**config.mk**
```make
export PLATFORM = sky130hd
export DESIGN_NAME = vga_sync
export DESIGN_NICKNAME = d
export VERILOG_FILES = /design/src/rtl/vga_timing_pkg.sv /design/src/rtl/pixel_tick_div.sv /design/src/rtl/vga_sync.sv
export SDC_FILE = /design/constraint.sdc
export NUM_CORES = 1
export LEC_CHECK = 0
export CORE_UTILIZATION = 54
export DETAILED_ROUTE_END_ITERATION = 7
export GPL_ROUTABILITY_DRIVEN = 0
export PLACE_DENSITY = 0.8
export SYNTH_ARGS = -nofsm -noshare
export SYNTH_HDL_FRONTEND = slang
export SYNTH_SLANG_ARGS = --single-unit
```
**constraint.sdc**
```tcl
create_clock -name clk -period 2.9 [get_ports clk]
set_input_delay 0.29 -clock clk [delete_from_list [all_inputs] [get_ports clk]]
set_output_delay 0.29 -clock clk [all_outputs]
set_load 0.05 [all_outputs]
```
**src/rtl/vga_timing_pkg.sv**
```systemverilog
// ---------------------------------------------------------------------------
// vga_timing_pkg
// Screen geometry for 640x480@60 Hz VGA timing, shared by the sync generator
// and by every overlay stage that needs to know where the visible area ends.
// Contents:
//   - H_*/V_* porch, pulse and display widths, plus the line/frame totals
//   - sync-window bounds (inclusive) for hsync and vsync
//   - PIX_DIV: system clocks per pixel (100 MHz -> 25 MHz)
//   - coord_t: 10-bit pixel coordinate type
//   - in_window(): inclusive range test used for the sync windows
// ---------------------------------------------------------------------------
package vga_timing_pkg;

    localparam int COORD_W   = 10;

    localparam int H_DISPLAY = 640;
    localparam int H_FRONT   = 16;
    localparam int H_SYNC    = 96;
    localparam int H_BACK    = 48;
    localparam int H_TOTAL   = H_DISPLAY + H_FRONT + H_SYNC + H_BACK;  // 800

    localparam int V_DISPLAY = 480;
    localparam int V_FRONT   = 10;
    localparam int V_SYNC    = 2;
    localparam int V_BACK    = 33;
    localparam int V_TOTAL   = V_DISPLAY + V_FRONT + V_SYNC + V_BACK;  // 525

    localparam int H_SYNC_START = H_DISPLAY + H_FRONT;                 // 656
    localparam int H_SYNC_END   = H_SYNC_START + H_SYNC - 1;           // 751
    localparam int V_SYNC_START = V_DISPLAY + V_FRONT;                 // 490
    localparam int V_SYNC_END   = V_SYNC_START + V_SYNC - 1;           // 491

    localparam int PIX_DIV   = 4;

    typedef logic [COORD_W-1:0] coord_t;

    // Inclusive window test; only >= / <= compares, no wrap arithmetic.
    function automatic logic in_window(input coord_t v, input coord_t lo, input coord_t hi);
        return (v >= lo) && (v <= hi);
    endfunction

endpackage

```
**src/rtl/pixel_tick_div.sv**
```systemverilog
// ---------------------------------------------------------------------------
// pixel_tick_div
// Divides the system clock down to a one-clock pixel strobe. A small counter
// runs 0..PIX_DIV-1 continuously; p_tick is registered and is high for
// exactly one clock in every PIX_DIV. The first p_tick appears PIX_DIV clocks
// after reset release.
// Ports:
//   clk        in   system clock
//   reset_n    in   asynchronous active-low reset
//   tick_next  out  high in the clock before p_tick (p_tick's next value);
//                   lets a consumer register a flag coincident with p_tick
//   p_tick     out  registered one-clock pixel strobe
// ---------------------------------------------------------------------------
module pixel_tick_div #(
    parameter int PIX_DIV = 4
) (
    input  logic clk,
    input  logic reset_n,
    output logic tick_next,
    output logic p_tick
);

    localparam int DIV_W = (PIX_DIV > 1) ? $clog2(PIX_DIV) : 1;
    localparam logic [DIV_W-1:0] DIV_LAST = DIV_W'(PIX_DIV - 1);

    logic [DIV_W-1:0] div_q, div_d;
    logic             p_tick_q, p_tick_d;

    always_comb begin
        tick_next = (div_q == DIV_LAST);
        div_d     = tick_next ? '0 : div_q + DIV_W'(1);
        p_tick_d  = tick_next;
    end

    always_ff @(posedge clk or negedge reset_n) begin
        if (!reset_n) begin
            div_q    <= '0;
            p_tick_q <= 1'b0;
        end else begin
            div_q    <= div_d;
            p_tick_q <= p_tick_d;
        end
    end

    assign p_tick = p_tick_q;

endmodule

```
**src/rtl/vga_sync.sv**
```systemverilog
// ---------------------------------------------------------------------------
// vga_sync
// VGA timing generator: pixel strobe, x/y pixel coordinates, active-low
// hsync/vsync, the video_on blanking qualifier and an end-of-frame strobe.
// Geometry defaults to 640x480@60 Hz from vga_timing_pkg; the parameters
// exist so a reduced geometry can be built without editing the package.
// Ports:
//   clk        in   system clock (100 MHz)
//   reset_n    in   asynchronous active-low reset, synchronous release
//   hsync      out  horizontal sync, active low
//   vsync      out  vertical sync, active low
//   video_on   out  high while (x,y) lies in the visible area
//   p_tick     out  one-clock pixel strobe, one in every PIX_DIV clocks
//   frame_end  out  one-clock strobe coincident with the p_tick on which the
//                   last pixel (H_TOTAL-1, V_TOTAL-1) is presented
//   x, y       out  current pixel column / row
// Strobe semantics: p_tick is a pure qualifier with no back-pressure. x, y,
// hsync, vsync and video_on change only on the clock edge immediately after
// a p_tick and hold for PIX_DIV clocks, so a downstream synchronous ROM can
// use one clock of read latency inside a pixel.
// ---------------------------------------------------------------------------
module vga_sync
    import vga_timing_pkg::*;
#(
    parameter int P_H_DISPLAY = vga_timing_pkg::H_DISPLAY,
    parameter int P_H_FRONT   = vga_timing_pkg::H_FRONT,
    parameter int P_H_SYNC    = vga_timing_pkg::H_SYNC,
    parameter int P_H_BACK    = vga_timing_pkg::H_BACK,
    parameter int P_V_DISPLAY = vga_timing_pkg::V_DISPLAY,
    parameter int P_V_FRONT   = vga_timing_pkg::V_FRONT,
    parameter int P_V_SYNC    = vga_timing_pkg::V_SYNC,
    parameter int P_V_BACK    = vga_timing_pkg::V_BACK
) (
    input  logic         clk,
    input  logic         reset_n,
    output logic         hsync,
    output logic         vsync,
    output logic         video_on,
    output logic         p_tick,
    output logic         frame_end,
    output logic [9:0]   x,
    output logic [9:0]   y
);

    localparam int HT = P_H_DISPLAY + P_H_FRONT + P_H_SYNC + P_H_BACK;
    localparam int VT = P_V_DISPLAY + P_V_FRONT + P_V_SYNC + P_V_BACK;

    localparam coord_t H_LAST  = coord_t'(HT - 1);
    localparam coord_t V_LAST  = coord_t'(VT - 1);
    localparam coord_t H_VIS   = coord_t'(P_H_DISPLAY);
    localparam coord_t V_VIS   = coord_t'(P_V_DISPLAY);
    localparam coord_t HS_LO   = coord_t'(P_H_DISPLAY + P_H_FRONT);
    localparam coord_t HS_HI   = coord_t'(P_H_DISPLAY + P_H_FRONT + P_H_SYNC - 1);
    localparam coord_t VS_LO   = coord_t'(P_V_DISPLAY + P_V_FRONT);
    localparam coord_t VS_HI   = coord_t'(P_V_DISPLAY + P_V_FRONT + P_V_SYNC - 1);

    logic   tick_next;
    logic   p_tick_q;

    coord_t x_q, x_d;
    coord_t y_q, y_d;
    logic   hsync_q, hsync_d;
    logic   vsync_q, vsync_d;
    logic   video_on_q, video_on_d;
    logic   frame_end_q, frame_end_d;

    pixel_tick_div #(
        .PIX_DIV   (PIX_DIV)
    ) u_pixel_tick_div (
        .clk       (clk),
        .reset_n   (reset_n),
        .tick_next (tick_next),
        .p_tick    (p_tick_q)
    );

    always_comb begin
        x_d         = x_q;
        y_d         = y_q;
        hsync_d     = hsync_q;
        vsync_d     = vsync_q;
        video_on_d  = video_on_q;

        if (p_tick_q) begin
            if (x_q == H_LAST) begin
                x_d = '0;
                y_d = (y_q == V_LAST) ? '0 : y_q + coord_t'(1);
            end else begin
                x_d = x_q + coord_t'(1);
            end
            // Decoded from the next coordinates so the registered sync and
            // blanking flags line up with x/y with no pipeline skew.
            hsync_d    = !in_window(x_d, HS_LO, HS_HI);
            vsync_d    = !in_window(y_d, VS_LO, VS_HI);
            video_on_d = (x_d < H_VIS) && (y_d < V_VIS);
        end

        // x/y do not move on the edge that raises p_tick, so the current
        // coordinates are the ones presented during that p_tick.
        frame_end_d = tick_next && (x_q == H_LAST) && (y_q == V_LAST);
    end

    always_ff @(posedge clk or negedge reset_n) begin
        if (!reset_n) begin
            x_q         <= '0;
            y_q         <= '0;
            hsync_q     <= 1'b1;
            vsync_q     <= 1'b1;
            video_on_q  <= 1'b0;
            frame_end_q <= 1'b0;
        end else begin
            x_q         <= x_d;
            y_q         <= y_d;
            hsync_q     <= hsync_d;
            vsync_q     <= vsync_d;
            video_on_q  <= video_on_d;
            frame_end_q <= frame_end_d;
        end
    end

    assign hsync     = hsync_q;
    assign vsync     = vsync_q;
    assign video_on  = video_on_q;
    assign p_tick    = p_tick_q;
    assign frame_end = frame_end_q;
    assign x         = x_q;
    assign y         = y_q;

endmodule

```
Word level (Yosys, flattened, before mapping)
Index checks and enable logic that the tools add are counted.
{ "totals": {"out_inout_bits": 25, "regBits": 27, "in_bits": 2} }
{ "classes": {"n_mux": 6, "order_cmp": 6, "n_reduce_logical": 7, "n_eq_ne": 3, "n_addsub": 3} }
{ "op_table": {"columns": ["operator", "count"], "rows": [
  ["10-bit 2-to-1 mux", 5],
  ["10-bit by 1-bit adder with 10-bit output (second input constant)", 2],
  ["10-bit equality test (second input constant)", 2],
  ["10-bit greater-or-equal comparator (second input constant)", 1],
  ["10-bit by 9-bit greater-or-equal comparator with 1-bit output (second input constant)", 1],
  ["10-bit <= comparator (second input constant)", 1],
  ["10-bit by 9-bit <= comparator with 1-bit output (second input constant)", 1],
  ["10-bit less-than comparator (second input constant)", 1],
  ["10-bit by 9-bit less-than comparator with 1-bit output (second input constant)", 1],
  ["1-bit logical AND", 5],
  ["2-bit by 1-bit adder with 2-bit output (second input constant)", 1],
  ["2-bit equality test (second input constant)", 1],
  ["1-bit zero test", 2],
  ["2-bit 2-to-1 mux", 1]
]} }

Longest topological paths before layout
Gate-level depths: netlist (run 1).
{ "depth": {"depth_word": 7, "depth_mapped": 8, "depth_no_buf": 6} }

By module
A second synthesis (run 1) with hierarchy kept.
{ "unflattened": {"hier_cells": 191, "hier_area_um2": 1697.9} }
{ "modules_own_cells": {"columns": ["mod", "cells_per_inst", "instances", "seq_area_each_um2", "area_per_inst_um2"], "rows": [
  ["vga_sync", 186, 1, 603.1, 1606.5],
  ["pixel_tick_div", 5, 1, 75.1, 91.3]
]} }

Worst setup path after synthesis (run 1)
No wires, ideal clock.
{ "synth_path": {"path_type": "flip-flop to flip-flop", "start": "reg x_q[0] (netlist: x[0])", "end": "reg vsync_q (netlist: vsync)", "period_less_slack_ns": 2.359, "arrival_ns": 2.276, "path_slack_ns": 0.541, "path_stages_with_launch": 9, "cell_sequence": "dfrtp_1 -> ha_1 -> and4_4 -> buf_6 -> and3_1 -> buf_6 -> a211oi_1 -> o221ai_2 -> o32a_1"} }
{ "synth_between": {"elab_chain_cells": 6, "elab_cells_between_ends": 7, "cone_classes": "order compare (2); eq/ne (1); mux (2); reduce/logical (2)"} }
{ "synth_rtl": {"columns": ["item", "line_no", "text"], "rows": [
  ["start, declared", "vga_sync.sv:60", "coord_t x_q, x_d;"],
  ["start signal, assigned", "vga_sync.sv:104", "x_q <= '0;"],
  ["start signal, assigned", "vga_sync.sv:111", "x_q <= x_d;"],
  ["10-bit equality test *", "vga_sync.sv:84", "if (x_q == H_LAST) begin"],
  ["10-bit 2-to-1 mux *", "vga_sync.sv:84", null],
  ["10-bit 2-to-1 mux *", "vga_sync.sv:83", "if (p_tick_q) begin"],
  ["10-bit by 9-bit greater-or-equal comparator with 1-bit output / 10-bit by 9-bit <= comparator with 1-bit output (equally long branches)", "vga_timing_pkg.sv:39", "return (v >= lo) && (v <= hi);"],
  ["1-bit logical AND *", "vga_timing_pkg.sv:39", null],
  ["1-bit zero test *", "vga_sync.sv:93", "vsync_d = !in_window(y_d, VS_LO, VS_HI);"],
  ["end signal, assigned", "vga_sync.sv:114", "vsync_q <= vsync_d;"],
  ["end, declared", "vga_sync.sv:63", "logic vsync_q, vsync_d;"]
]} }
Mark *: on every way between the ends. The rest lies on a longest branch, timed or not. The select of a mux whose other input is x is not followed.
A chain may end at the register's enable or synchronous reset.

Worst setup path after layout (run 1)
{ "layout_path": {"start": "reg x_q[1] (netlist: x[1])", "end": "reg y_q[8] (netlist: y[8])"} }
{ "layout_between": {"elab_chain_cells": 3} }
{ "layout_rtl": {"columns": ["item", "line_no", "text"], "rows": [
  ["10-bit equality test", "vga_sync.sv:84", null],
  ["10-bit 2-to-1 mux", "vga_sync.sv:84", null],
  ["10-bit 2-to-1 mux", "vga_sync.sv:83", null],
  ["end signal, assigned", "vga_sync.sv:112", "y_q <= y_d;"],
  ["end, declared", "vga_sync.sv:61", "coord_t y_q, y_d;"]
]} }
Every way passes these cells. The select of a mux whose other input is x is not followed.

==> qor.txt, run 1 <==
Primary FF master, synth = dfrtp_1
YS warnings = 0
CP max stage cell = dfrtp_1
Final setup viols = 0
Synthesis-to-finish area growth = 13.49%
Crit Path Category = reg -> reg
Inserted Diodes = 0
Number of global-route vias before repair = 1,431
Largest net degree at the start of global routing = 28
Post-CTS Setup Repair Bufs = 0
Routed via count = 1,517
Worst Reg-to-Reg Cells = 5
Critical Path Start Type = register
Post-layout util = 65.33%
Hold buffer count at cts = 0
Reg2reg start = x[1]
Gr usage total = 25.58%
Multi-input logic area = 934.6 um^2
Status = completed
Fill count = 264
DRT antenna net count = 0
Syn_nets = 198
First-pass GRT wire length = 6775 um
Total grt overflow = 0
CTS H-Tree Depth = 1
TritonCTS clock tree = done
Final setup TNS = 0 ps
Post-synth EDFFs = 0
RSZ-0062 raised after global routing = no
Post-Synthesis Cell Area = 1772 um^2
Post-CTS sizing = 0
Clock root buffer = clkbuf_4
DR vias/cell = 6.020
Setup slack, reg-to-reg = 590 ps
Required @ worst endpoint = 3130 ps
Maximum VDD drop = 207.4 uV
Clock sinks = 27
Mapped Cells = 191
Fin crit share = 79.54%
Hold crit path type = in -> async
Yosys reg bits = 27
Final clock skew = 8.556 ps
Clock latency on the worst-skew pair = 330 ps
FF-to-FF End = y[8]
Die width = 59.28 um
Die Y = 59.28 um
Switch Pwr = 0.1191 mW
Storage cell area = 678.2 um^2
Placeable Area = 3078 um^2
Die area = 3514 um^2
Max-Cap Viols = 0
CP max FO = 13
Share of cells above drive strength 1 = 8.173%
Cell Pwr Density = 274.5 nW/um^2
Max Freq = 433.5 MHz
Drt pass-1 iters = 4
Leak = 0.7413 nW
Initial antenna violation count = 0
Worst setup EP type = register
Initial DRC count = 88
Initial Util = 57.56%
Slew @ Worst Pin = 513.5 ps
Final Max Slew Viols = 0
Clk pin slew, worst setup/hold paths = 150 ps
Internal = 0.4328 mW
Slew margin rel. = 65.66%
Logic pwr share = 1.6%
DRC viols = 0
Crit-path max cell delay = 470 ps
Synth async-reset ratio = 100.0%
Cell-by-cell trace of the critical path = ha_1, and4_4, nand4_2, or2_1, o41ai_1
Crit path launch = x[1]
CTS Buf Count = 3
Routed len/inst = 15.69 um
Post-detail-place hpwl = 2784 um
Clk pwr share = 30.1%
Longest Clk Path Bufs = 2
Switch share = 21.58%
# rows = 20
WL final = 3953 um
Tmin final = 2307 ps
Fin. Hold Viols = 0
Nets = 216
Crit path DAT = 2540 ps
Port buffer count = 26
Synth unique cells = 54
I/O pin count = 27
Post-Syn Area per Cell = 9.276 um^2
Sequential-to-total area share from yosys stat = 38.28%
Sequential share of power = 68.3%
[logic make-up (layout without fill, tap and decap cells)]
family	Yosys count	in the layout	synth area share [%]
buf+inv	25	42	8.968
flops	27	27	38.28
compound gates	49	49	19.35
xor+xnor	10	10	4.944
mux	1	1	0.5650
fa+ha+maj	5	5	3.531
simple gates	74	74	24.36
[flip-flops by register name, summed over array words and instances, names as in the netlist]
name	count
video_on	1
u_pixel_tick_div.p_tick	1
x	10
vsync	1
y	10
hsync	1
frame_end	1
u_pixel_tick_div.div_q	2
[Yosys cell counts, types with 2 or more instances]
library cell / n / area [um^2]
a211oi_1: 4 / 30.03
a21oi_1: 10 / 50.05
and3_1: 4 / 25.02
buf_2: 4 / 20.02
buf_6: 6 / 67.56
clkbuf_1: 4 / 15.01
dfrtp_1: 25 / 625.6
dfstp_2: 2 / 52.55
ha_1: 5 / 62.56
inv_1: 9 / 33.78
nand2_1: 18 / 67.56
nand3_1: 9 / 45.04
nand3_4: 2 / 35.03
nand4_1: 5 / 31.28
nand4b_1: 3 / 26.28
nor2_1: 14 / 52.55
nor3_1: 7 / 35.03
o21ai_0: 10 / 50.05
o21ai_1: 2 / 10.01
o31ai_1: 4 / 30.03
o32a_1: 2 / 20.02
o41ai_1: 2 / 17.52
xnor2_1: 7 / 61.31
xor2_1: 3 / 26.28
[metrics by stage]
stage | instances | total power [mW] | area [um^2] | hold slack (ps) | setup slack, ps
6_report | 252 | 0.5519 | 2011 | 306.2 | 593.4
2_1_floorplan | 191 | 0.3838 | 1772 | -5.591 | 540.8
3_5_place_dp | 248 | 0.3935 | 1984 | 436.3 | 651.7
5_1_grt | 252 | 0.5786 | 2011 | 332.0 | 445.2
4_1_cts | 252 | 0.5561 | 2011 | 316.6 | 616.5
3_3_place_gp | 248 | 0.3933 | 1984 | 413.5 | 764.9
[how the worst max path moves through the flow]
stage                     endpoint  depth (start not counted)  slack (ps)
after global placement       vsync                          6         760
after detailed placement      y[8]                          5         650
after CTS                     y[8]                          5         620
final                         y[8]                          5         590
after global routing          y[8]                          5         450
after floorplan              vsync                          8         540
[metal layers]
layer  share of wire, %  global-route usage (%)  vias to the layer above
li1                   -                       -                      740
met4                1.4                   9.524                        0
met1                 46                   36.31                      724
met5                  0                       0                        -
met3                5.0                   3.712                        7
met2                 47                   39.49                       46
[final cells by class]
cell class | instances | share of cell area, %
Inverter | 9 | 1.680
Multi-Input combinational cell | 139 | 46.48
Tap cell | 44 | 2.738
Timing Repair Buffer | 29 | 14.06
Sequential cell | 27 | 33.73
Clock buffer | 4 | 1.307
[layout by cell type, fill, tap and decap left out, types with 2 or more instances in the layout]
cell / n
o31ai_1: 4
dfstp_2: 2
o21ai_1: 2
o32a_1: 2
xor2_1: 3
nand3_1: 9
dfrtp_1: 25
o41ai_1: 2
clkdlybuf4s50_1: 26
nand4_1: 5
and3_1: 4
nor3_1: 7
nor2_1: 14
a21oi_1: 10
nand4b_1: 3
nand3_4: 2
nand2_1: 18
o21ai_0: 10
a211oi_1: 4
buf_4: 3
clkbuf_4: 3
xnor2_1: 7
ha_1: 5
inv_1: 9
[power groups by stage]
| stage | registers [mW] | logic, mW | clock network, mW |
|---|---|---|---|
| floorplan | 0.384 | 0.000000342 | 0 |
| global placement | 0.384 | 0.00962 | 0 |
| detailed placement | 0.384 | 0.00986 | 0 |
| CTS | 0.377 | 0.00989 | 0.169 |
| global route | 0.377 | 0.0112 | 0.190 |
| finish | 0.377 | 0.00908 | 0.166 |
[worst max-delay path: cells and delay by family (launching register included)]
kind / cells / cell delay [ps]
flip-flops: 1 / 470
adder cells (fa/ha/maj): 1 / 300
AND/OR/NAND/NOR: 3 / 1080
AO/OA/AOI/OAI: 1 / 360
Note: power is estimated with default switching activity, not from simulation.
==> run 2, diff against run 1 <==
- clock period: 2.9 -> 2.3 ns (I/O delays scaled with it)
==> run 2 against run 1 <==
Core utilization is 1.1 points higher; critical path depth stayed put; clock power is 25% higher; die area stayed put; flip-flop and latch count stayed put; largest power group unchanged; first-iteration DRC count stayed put; maximum frequency is 5.6% higher; combinational power is 29% higher; count of clock-buffer cells in the layout stayed put; register-to-register slack worse by 480 ps; highest routed layer unchanged; sequential share of layout area is 0.41 points lower; critical path type unchanged.
==> qor.txt, run 2 (same netlist as run 1, synthesis figures left out) <==
Reg2reg start = x[5] (was x[1])
Post-layout util = 66.38% (was 65.33%)
I/O pin count = 27 (unchanged)
Fin. Hold Viols = 0 (unchanged)
Final Max Slew Viols = 0 (unchanged)
Placeable Area = 3078 um^2 (unchanged)
Gr usage total = 25.55% (was 25.58%)
Hold crit path type = in -> async (unchanged)
Tmin final = 2185 ps (was 2307 ps)
Crit path DAT = 2450 ps (was 2540 ps)
Port buffer count = 26 (unchanged)
Crit path launch = x[5] (was x[1])
Fin crit share = 95.00% (was 79.54%)
Hold buffer count at cts = 0 (unchanged)
Die area = 3514 um^2 (unchanged)
Crit Path Category = reg -> reg (unchanged)
Routed len/inst = 15.43 um (was 15.69 um)
Final setup viols = 0 (unchanged)
Multi-input logic area = 934.6 um^2 (unchanged)
Final clock skew = 7.006 ps (was 8.556 ps)
Inserted Diodes = 0 (unchanged)
Leak = 0.7584 nW (was 0.7413 nW)
Final Cell Area = 2043 um^2 (was 2011 um^2)
CP max FO = 10 (was 13)
Status = completed (unchanged)
# rows = 20 (unchanged)
Routed via count = 1,539 (was 1,517)
Storage cell area = 680.7 um^2 (was 678.2 um^2)
Max Freq = 457.7 MHz (was 433.5 MHz)
Initial antenna violation count = 0 (unchanged)
WL final = 3949 um (was 3953 um)
Post-detail-place hpwl = 2812 um (was 2784 um)
Maximum VDD drop = 170.6 uV (was 207.4 uV)
Cell Pwr Density = 339.5 nW/um^2 (was 274.5 nW/um^2)
Max-Cap Viols = 0 (unchanged)
Number of global-route vias before repair = 1,382 (was 1,431)
TritonCTS clock tree = done (unchanged)
Share of cells above drive strength 1 = 10.85% (was 8.173%)
Total grt overflow = 0 (unchanged)
DRT antenna net count = 0 (unchanged)
Slew @ Worst Pin = 508.2 ps (was 513.5 ps)
Commonest cells after routing, fill and taps aside = clkdlybuf4s50_1, dfrtp_1, nand2_1 (unchanged)
RSZ-0062 raised after global routing = no (unchanged)
Leading cell type in the layout, fill and taps excluded = clkdlybuf4s50_1 (unchanged)
Post-CTS Setup Repair Bufs = 0 (unchanged)
Post-CTS sizing = 0 (unchanged)
Slew margin rel. = 66.01% (was 65.66%)
Initial Util = 57.56% (unchanged)
Synthesis-to-finish area growth = 15.32% (was 13.49%)
Largest net degree at the start of global routing = 28 (unchanged)
Clock sinks = 27 (unchanged)
Nets = 220 (was 216)
CTS Buf Count = 3 (unchanged)
Die Y = 59.28 um (unchanged)
DRC viols = 0 (unchanged)
Longest Clk Path Bufs = 2 (unchanged)
Overall Power = 0.6937 mW (was 0.5519 mW)
DR vias/cell = 6.012 (was 6.020)
First-pass GRT wire length = 6782 um (was 6775 um)
Initial DRC count = 88 (unchanged)
Clk pin slew, worst setup/hold paths = 150 ps (about the same)
Clock root buffer = clkbuf_4 (unchanged)
Clock latency on the worst-skew pair = 330 ps (about the same)
Cell Area, Placed = 2017 um^2 (was 1984 um^2)
Worst setup EP type = register (unchanged)
Die width = 59.28 um (unchanged)
Final setup TNS = 0 ps (unchanged)
Worst Reg-to-Reg Cells = 5 (unchanged)
Setup WS post-layout = 115.1 ps (was 593.4 ps)
Pre-CTS setup slack = 159.7 ps (was 651.7 ps)
Drt pass-1 iters = 4 (unchanged)
Critical Path Start Type = register (unchanged)
Fill count = 261 (was 264)
CTS H-Tree Depth = 1 (unchanged)
Required @ worst endpoint = 2560 ps (was 3130 ps)
run 2: layout make-up:
type,instances,share of cell area (%)
Multi-Input combinational cell,139,45.74
Sequential cell,27,33.31
Timing Repair Buffer,33,15.31
Tap cell,44,2.694
Inverter,9,1.653
Clock buffer,4,1.286
run 2: final timing paths:
check	end	slack (ps)
min in group clk	u_pixel_tick_div.div_q[0]	440
setup reg to reg	vsync	120
setup / recovery	vsync	120
hold / removal	x[2]	250
max in group asynchronous	vsync	1740
hold reg to reg	u_pixel_tick_div.div_q[0]	440
run 2: per-layer routing:
metal	up-vias	track usage (%)	share of wire, %
li1	739	-	-
met1	732	34.97	44
met2	61	41.41	49
met3	7	3.493	5.3
met4	0	8.844	1.6
met5	-	0	0
run 2: worst max-delay path: stages, from the launching register on:
cell	delay [ps]
dfrtp_1	520
nor4b_4	540
and3_1	420
o21a_1	190
o221ai_1	150
o32a_1	310
run 2: where the power goes:
group	switching [mW]	leakage [nW]	internal [mW]	total, mW
registers	0	0.347	0.475	0.475
clock network	0.139	0.0150	0.0680	0.207
logic	0.00911	0.396	0.00259	0.0117
total	0.148	0.758	0.546	0.694
run 2: through the flow:
stage / hold WS [ps] / cells
2_1_floorplan: -65.59 / 191
3_3_place_gp: 413.7 / 252
3_5_place_dp: 419.9 / 252
4_1_cts: 262.5 / 256
5_1_grt: 280.5 / 256
6_report: 254.5 / 256
==> run 3, diff against run 2 <==
- CTS_BUF_LIST: default -> sky130_fd_sc_hd__clkbuf_16
==> run 3 against run 2 <==
Maximum frequency up 0.95%; via count up 1.6%; critical path depth unchanged; critical endpoint unchanged; sequential power about the same; clock power up 85%; first-iteration DRC count up 6.8%; core utilization up 1.7 points; non-clock buffer count unchanged; final cell count unchanged; die area unchanged; flip-flop and latch count unchanged.
==> qor.txt, run 3 (same netlist as run 1, synthesis figures left out) <==
Cell Pwr Density = 414.7 nW/um^2 (was 339.5 nW/um^2)
Inserted Diodes = 0 (unchanged)
Critical Path Start Type = register (unchanged)
Status = completed (unchanged)
I/O pin count = 27 (unchanged)
Leak = 0.7858 nW (was 0.7584 nW)
TritonCTS clock tree = done (unchanged)
Final Cell Area = 2096 um^2 (was 2043 um^2)
Number of global-route vias before repair = 1,427 (was 1,382)
CTS Buf Count = 3 (unchanged)
DRC viols = 0 (unchanged)
Die Y = 59.28 um (unchanged)
Worst setup EP type = register (unchanged)
Clock sinks = 27 (unchanged)
Final setup TNS = 0 ps (unchanged)
Largest net degree at the start of global routing = 28 (unchanged)
Die width = 59.28 um (unchanged)
Clock latency on the worst-skew pair = 260 ps (was 330 ps)
Longest Clk Path Bufs = 2 (unchanged)
Max-Cap Viols = 0 (unchanged)
Required @ worst endpoint = 2480 ps (was 2560 ps)
CP max FO = 10 (unchanged)
Final Max Slew Viols = 0 (unchanged)
Final clock skew = 6.692 ps (was 7.006 ps)
CTS H-Tree Depth = 1 (unchanged)
Initial antenna violation count = 0 (unchanged)
Nets = 220 (unchanged)
Cell Area, Placed = 2017 um^2 (unchanged)
Slew @ Worst Pin = 505.1 ps (was 508.2 ps)
Fin crit share = 94.11% (was 95.00%)
Clock root buffer = clkbuf_16 (was clkbuf_4)
Crit Path Category = reg -> reg (unchanged)
Post-CTS sizing = 0 (unchanged)
Die area = 3514 um^2 (unchanged)
Slew margin rel. = 66.22% (was 66.01%)
Maximum VDD drop = 287.4 uV (was 170.6 uV)
Fin. Hold Viols = 0 (unchanged)
DR vias/cell = 6.105 (was 6.012)
Port buffer count = 26 (unchanged)
# rows = 20 (unchanged)
Drt pass-1 iters = 4 (unchanged)
Final setup viols = 0 (unchanged)
Tmin final = 2164 ps (was 2185 ps)
Post-CTS Setup Repair Bufs = 0 (unchanged)
Post-layout util = 68.09% (was 66.38%)
Placeable Area = 3078 um^2 (unchanged)
Synthesis-to-finish area growth = 18.29% (was 15.32%)
Commonest cells after routing, fill and taps aside = clkdlybuf4s50_1, dfrtp_1, nand2_1 (unchanged)
WL final = 4024 um (was 3949 um)
Leading cell type in the layout, fill and taps excluded = clkdlybuf4s50_1 (unchanged)
Share of cells above drive strength 1 = 10.85% (unchanged)
Total grt overflow = 0 (unchanged)
Gr usage total = 26.31% (was 25.55%)
Clk pin slew, worst setup/hold paths = 70 ps (was 150 ps)
Hold crit path type = in -> async (unchanged)
Max Freq = 462.0 MHz (was 457.7 MHz)
Hold buffer count at cts = 0 (unchanged)
Crit path DAT = 2340 ps (was 2450 ps)
Routed via count = 1,563 (was 1,539)
RSZ-0062 raised after global routing = no (unchanged)
Post-detail-place hpwl = 2812 um (unchanged)
Initial Util = 57.56% (unchanged)
Initial DRC count = 94 (was 88)
First-pass GRT wire length = 6982 um (was 6782 um)
DRT antenna net count = 0 (unchanged)
Routed len/inst = 15.72 um (was 15.43 um)
-- run 3: cell count changes in the layout (fill, tap and decap cells not counted), sizes merged --
cell and change:
inv +1, clkbuf -1
-- run 3: worst paths after layout --
kind | start | end | slack (ps) | depth (start not counted)
setup reg to reg | x[5] | vsync | 140 | 5
hold reg to reg | u_pixel_tick_div.div_q[0] | u_pixel_tick_div.div_q[0] | 430 | 1
min in group clk | u_pixel_tick_div.div_q[0] | u_pixel_tick_div.div_q[0] | 430 | 1
hold / removal | reset_n | x[7] | 340 | 2
setup / recovery | x[5] | vsync | 140 | 5
max in group asynchronous | reset_n | vsync | 1650 | 2
-- run 3: metal layers --
metal	track usage, %	vias to the layer above	share of wire, %
met4	9.524	0	1.6
met1	34.87	751	43
met5	0	-	0
met2	43.02	62	49
met3	4.585	8	6.1
li1	-	742	-
-- run 3: worst max-delay path, cell delays in order, from the launching register on --
cell and delay (ps):
dfrtp_1 490, nor4b_4 540, and3_1 410, o21a_1 190
o221ai_1 150, o32a_1 310
-- run 3: power by group --
part	internal, mW	total [mW]	switching [mW]	leakage [nW]
clock network	0.232	0.383	0.150	0.0423
registers	0.475	0.475	0	0.347
logic	0.00259	0.0116	0.00906	0.396
-- run 3: layout make-up --
class | instances | area [um^2]
clock buffer | 3 | 75.07
sequential | 27 | 680.7
inverter | 9 | 33.78
fill | 256 | 982.2
timing repair buffer | 33 | 312.8
tap | 44 | 55.05
multi-input combinational | 139 | 934.6
clock inverter | 1 | 3.754
-- run 3: per-stage QoR --
step / worst slack [ps] / total power [mW] / hold slack, ps / instances
after global placement: 264.0 / 0.4958 / 413.7 / 252
after global routing: 21.47 / 0.9059 / 384.0 / 256
after detailed placement: 159.7 / 0.4964 / 419.9 / 252
after CTS: 150.7 / 0.8811 / 354.5 / 256
final: 135.6 / 0.8692 / 343.5 / 256
after floorplan: 59.31 / 0.4838 / -65.59 / 191
